**src/rtl/div_frec_pkg.sv**
```systemverilog
// Shared defaults and constants for the programmable clock divider.
// Bounds come from the divider's legal operating range.
package div_frec_pkg;

  localparam int unsigned DEF_N   = 27;
  localparam int unsigned DEF_DIV = 100_000_000;
  localparam int unsigned MIN_DIV = 2;

  // A divisor below MIN_DIV cannot form a period with both a high and a low phase.
  function automatic logic div_is_valid(input logic [31:0] value);
    return (value >= 32'(MIN_DIV));
  endfunction

endpackage

```
**src/rtl/div_frec_prog.sv**
```systemverilog
// Programmable clock divider: N-bit period counter with a shadowed divisor
// that is applied only at period boundaries, plus a registered tick pulse.
module div_frec_prog
  import div_frec_pkg::*;
#(
  parameter int unsigned N           = DEF_N,
  parameter int unsigned DEFAULT_DIV = DEF_DIV
)(
  input  logic         clk_in,
  input  logic         rst_n,
  input  logic         en,
  input  logic         sync_clr,
  input  logic [N-1:0] div_val,
  input  logic         div_load,
  output logic         clk_out,
  output logic         tick,
  output logic         pend,
  output logic         err
);

  localparam logic [N-1:0] DIV_RST = N'(DEFAULT_DIV);
  localparam logic [N-1:0] ONE     = N'(1);
  localparam logic [N-1:0] ZERO    = N'(0);

  logic [N-1:0] cnt_r;
  logic [N-1:0] div_active_r;
  logic [N-1:0] div_shadow_r;
  logic         pend_r;
  logic         err_r;
  logic         tick_r;
  logic         clk_out_r;

  logic [N-1:0] cnt_s;
  logic [N-1:0] div_active_s;
  logic [N-1:0] div_shadow_s;
  logic         pend_s;
  logic         err_s;
  logic         tick_s;
  logic         clk_out_s;

  logic         terminal_s;
  logic         boundary_s;
  logic         load_ok_s;
  logic         load_bad_s;
  logic [N-1:0] half_s;

  // Decode period boundary and classify the divisor request.
  always_comb begin
    terminal_s = (cnt_r == (div_active_r - ONE));
    boundary_s = sync_clr | (en & terminal_s);
    load_ok_s  = div_load & div_is_valid(32'(div_val));
    load_bad_s = div_load & ~div_is_valid(32'(div_val));
    half_s     = div_active_r >> 1;
  end

  // Next-state for counter, divisor registers, flags and outputs.
  always_comb begin
    cnt_s        = cnt_r;
    div_active_s = div_active_r;
    div_shadow_s = div_shadow_r;
    pend_s       = pend_r;
    err_s        = err_r | load_bad_s;
    tick_s       = 1'b0;
    clk_out_s    = clk_out_r;

    if (sync_clr) begin
      cnt_s = ZERO;
    end else if (en) begin
      if (terminal_s) begin
        cnt_s = ZERO;
      end else begin
        cnt_s = cnt_r + ONE;
      end
    end else begin
      cnt_s = cnt_r;
    end

    if (sync_clr) begin
      tick_s = 1'b0;
    end else begin
      tick_s = en & terminal_s;
    end

    if (sync_clr | en) begin
      clk_out_s = (cnt_r < half_s);
    end else begin
      clk_out_s = clk_out_r;
    end

    if (load_ok_s) begin
      div_shadow_s = div_val;
    end else begin
      div_shadow_s = div_shadow_r;
    end

    // A load coinciding with a boundary bypasses the shadow and never pends.
    if (boundary_s) begin
      pend_s = 1'b0;
      if (load_ok_s) begin
        div_active_s = div_val;
      end else if (pend_r) begin
        div_active_s = div_shadow_r;
      end else begin
        div_active_s = div_active_r;
      end
    end else begin
      div_active_s = div_active_r;
      if (load_ok_s) begin
        pend_s = 1'b1;
      end else begin
        pend_s = pend_r;
      end
    end
  end

  // State and output registers with synchronous active-low reset.
  always_ff @(posedge clk_in) begin
    if (!rst_n) begin
      cnt_r        <= ZERO;
      div_active_r <= DIV_RST;
      div_shadow_r <= DIV_RST;
      pend_r       <= 1'b0;
      err_r        <= 1'b0;
      tick_r       <= 1'b0;
      clk_out_r    <= 1'b0;
    end else begin
      cnt_r        <= cnt_s;
      div_active_r <= div_active_s;
      div_shadow_r <= div_shadow_s;
      pend_r       <= pend_s;
      err_r        <= err_s;
      tick_r       <= tick_s;
      clk_out_r    <= clk_out_s;
    end
  end

  assign clk_out = clk_out_r;
  assign tick    = tick_r;
  assign pend    = pend_r;
  assign err     = err_r;

endmodule
```
**config.mk**
```make
export PLATFORM = sky130hd
export DESIGN_NAME = div_frec_prog
export DESIGN_NICKNAME = d
export VERILOG_FILES = /design/src/rtl/div_frec_pkg.sv /design/src/rtl/div_frec_prog.sv
export SDC_FILE = /design/constraint.sdc
export NUM_CORES = 1
export LEC_CHECK = 0
export BUFFER_PORTS_ARGS = -buffer_cell sky130_fd_sc_hd__buf_2
export CORE_AREA = 2 2 111 113
export DETAILED_ROUTE_END_ITERATION = 16
export DIE_AREA = 0 0 113 115
export GPL_TIMING_DRIVEN = 1
export HOLD_SLACK_MARGIN = 0.1
export PLACE_DENSITY = 0.69
export SLEW_MARGIN = 20
export SYNTH_ARGS = -nofsm -noshare
export SYNTH_HDL_FRONTEND = slang
export SYNTH_SLANG_ARGS = --single-unit
```
**constraint.sdc**
```tcl
create_clock -name clk_in -period 4.9 [get_ports clk_in]
set_input_delay 0.98 -clock clk_in [delete_from_list [all_inputs] [get_ports clk_in]]
set_output_delay 0.98 -clock clk_in [all_outputs]
set_load 0.005 [all_outputs]
```
==> flow_summary.ini <==
[outcome]
status = finished clean

[routing]
vias = 4892
drt_iter0_markers = 304
viasPerCell = 5.98
ant_nets = 0
dr.pass1.iters = 5
wl_per_cell_um = 16.8
drc = 0
wl_um = 13800

[global_routing]
antenna_found_initial = 0
gr-usage-all-layers_pct = 22.2
grt_overflow = 0
grt_max_degree = 56
grt_pass1_wl_um = 23300
grt_pass1_vias = 4586

[floorplanning]
fp.coreArea_sq_mm = 0.0118
die_w_um = 113
ios = 36
initial_core_util_pct = 45.8
rows = 40
die_area_sq_mm = 0.0130
fp.dieH_um = 115

[worst_hold_path]
whs_endpoint = err$_SDFF_PN0_
whs_path_depth = 2
min_from = err$_SDFF_PN0_
hp-class = flip-flop to flip-flop

[yosys]
synth_edf_count = 0
synth_top_cells_by_area = dfxtp_1 (31%), ha_1 (6.3%), xnor2_1 (5.5%), xor2_1 (4.4%), nand2_1 (4.0%)
postSynthCellCount = 658
syn_area_per_cell_sq_um = 8.21
synth.top_cells.by_count = dfxtp_1 (85), nand2_1 (58), nor2_1 (53)
synth_fp_nets = 717
synth_area_sq_mm = 0.00540
async_reset_ff_share_pct = 0
synth_most_common_cell = dfxtp_1
yosys_warnings = 0
yosysSeqAreaShare_pct = 31.5
synth_top_area_cell = dfxtp_1
yosysUniqueCellTypes = 57
ys_ff_latch = 85
synth_flop_cell = dfxtp_1
yosysTopAreaCellShare_pct = 31.5

[critical_path]
arrival_ns = 4.04
crit_fanout = 55
critPathSlowestCell = or4_1
reg2reg_depth = 11
crit_required_ns = 5.11
crit_path_end_kind = flip-flop
r2r-start = div_active_r[0]$_SDFFE_PN0P_
critPathKind = flip-flop to flip-flop
critPathBufInv = 2
slowest_delay_ns = 0.60
rrSetupSlack_ns = 1.07
timing.rr.end = div_active_r[5]$_SDFFE_PN0P_
crit_family = simple AND/OR/NAND/NOR gates
crit_path_cell_trace = inv_1, ha_1, nor3b_1, nand4_1, or4_1, and3_1, a311oi_1, and4_2, buf_4, nand3_1, o311ai_0
start_kind = flip-flop

[layout]
final_cells = 818
syn2layout_area_growth_pct = 8.80
nNetsFinal = 727
drive_gt1_share_pct = 10.3
n_antenna_cell = 0

[power]
p_sw_w = 0.000473
powerDensity_mw_per_mm2 = 286
seq_power_share_pct = 45.1
peakVddDrop_mv = 0.160
power_frac_comb_pct = 14.1
swShare_pct = 28.1
p_leak_nw = 2.23
clock_power_share_pct = 40.8
p_int_w = 0.00121
p_total_w = 0.00168

[flow_run]
drv_cap = 0

[sta]
finalCritPeriodShare_pct = 78.1
rsz0062_at_grt = false
skew_ns = 0.0125
fin_hold_ws_ns = 0.497
drv_slew = 0
fin_tns_setup_ns = 0
fmax_ghz = 0.261
worstMarginPinSlew_ns = 0.911
fin_crit_ns = 3.83
hold_viol = 0
setup_ws_ns = 1.07
max_slew_margin_pct = 38.7
setup_viol = 0

[clock_tree]
cts_buffers = 9
cts.clk_slew.worst_paths_ns = 0.07
cts_hold_buf = 0
post_cts_buffers = 0
cts_buffer_depth = 2
cts_sinks = 85
cts-htree-levels = 3
cts_tree = done
root_buffer = clkbuf_16
clk_latency_ns = 0.35
cts_resized = 0

[place]
place_hpwl_um = 10200
gp_congestion = 0.922
numPlacedInstances = 804
port_buffers = 35
pre_cts_slack_ns = 1.18
==> layer usage <==
layer,GRT usage (%),up-vias,share of wire [%]
li1,-,2408,-
met1,30.4,2310,47
met2,36.4,150,47
met3,2.21,24,4.5
met4,8.37,0,2.2
met5,0,-,0
==> final cells by class <==
type	count	area [sq um]
clock inverters	5	60.1
clock buffers	9	225
well taps	147	184
fillers	1145	5930
multi-input cells	501	3380
inverters	31	116
flip-flops and latches	85	1700
repair buffers	40	213
==> how the worst max path moves through the flow <==
stage                                    end  slack, ns                         start  cells past startpoint
2_1_floorplan  div_active_r[12]$_SDFFE_PN0P_       1.80                   div_val[11]                      9
3_3_place_gp           cnt_r[1]$_SDFFE_PP0P_       1.37  div_active_r[0]$_SDFFE_PN0P_                     11
3_5_place_dp    div_active_r[8]$_SDFFE_PN1P_       1.18  div_active_r[0]$_SDFFE_PN0P_                     11
4_1_cts         div_active_r[5]$_SDFFE_PN0P_       1.14  div_active_r[0]$_SDFFE_PN0P_                     11
5_1_grt         div_active_r[5]$_SDFFE_PN0P_       0.65  div_active_r[0]$_SDFFE_PN0P_                     11
6_report        div_active_r[5]$_SDFFE_PN0P_       1.07  div_active_r[0]$_SDFFE_PN0P_                     11
==> worst register-to-register path, delay by kind of cell (launching register included) <==
family          cells  cell delay [ns]
buf+inv             2             0.56
compound gates      2             0.40
flops               1             0.36
fa+ha+maj           1             0.17
simple gates        6             2.22
==> cells in the final DEF (no fill, tap or decap), drive strengths merged, types with 21 or more instances in the layout <==
| master | netlist | layout |
|---|---|---|
| a21oi | 42 | 42 |
| buf | 12 | 40 |
| dfxtp | 85 | 85 |
| ha | 27 | 27 |
| inv | 31 | 33 |
| mux2i | 21 | 21 |
| nand2 | 58 | 58 |
| nand3 | 28 | 28 |
| nor2 | 53 | 53 |
| o21ai | 24 | 24 |
| xnor2 | 34 | 34 |
| xor2 | 27 | 27 |
==> power groups by stage <==
stage	Clock, W	Sequential [W]	Combinational (W)
5_1_grt	0.000726	0.000762	0.000265
3_5_place_dp	0	0.000773	0.000234
4_1_cts	0.000695	0.000758	0.000236
6_report	0.000686	0.000758	0.000236
3_3_place_gp	0	0.000772	0.000228
2_1_floorplan	0	0.000758	0.000178
==> cell families after synthesis <==
logic type | synth area share [%]
xor+xnor | 9.89
mux | 3.89
compound gates | 17.8
flops | 31.5
simple gates | 24.6
fa+ha+maj | 6.25
buf+inv | 6.07
==> flip-flops by register name (all words and copies together), names as in the netlist <==
name          count
tick              1
pend              1
div_shadow_r     27
div_active_r     27
clk_out           1
err               1
cnt_r            27
==> metrics by stage <==
stage               instance area (sq um)  util, %
floorplan                            5400        -
global placement                     5590     47.4
detailed placement                   5590     47.4
CTS                                  5880     49.8
global route                         5880     49.8
finish                               5880     49.8
Power figures use the tool's default switching activity.
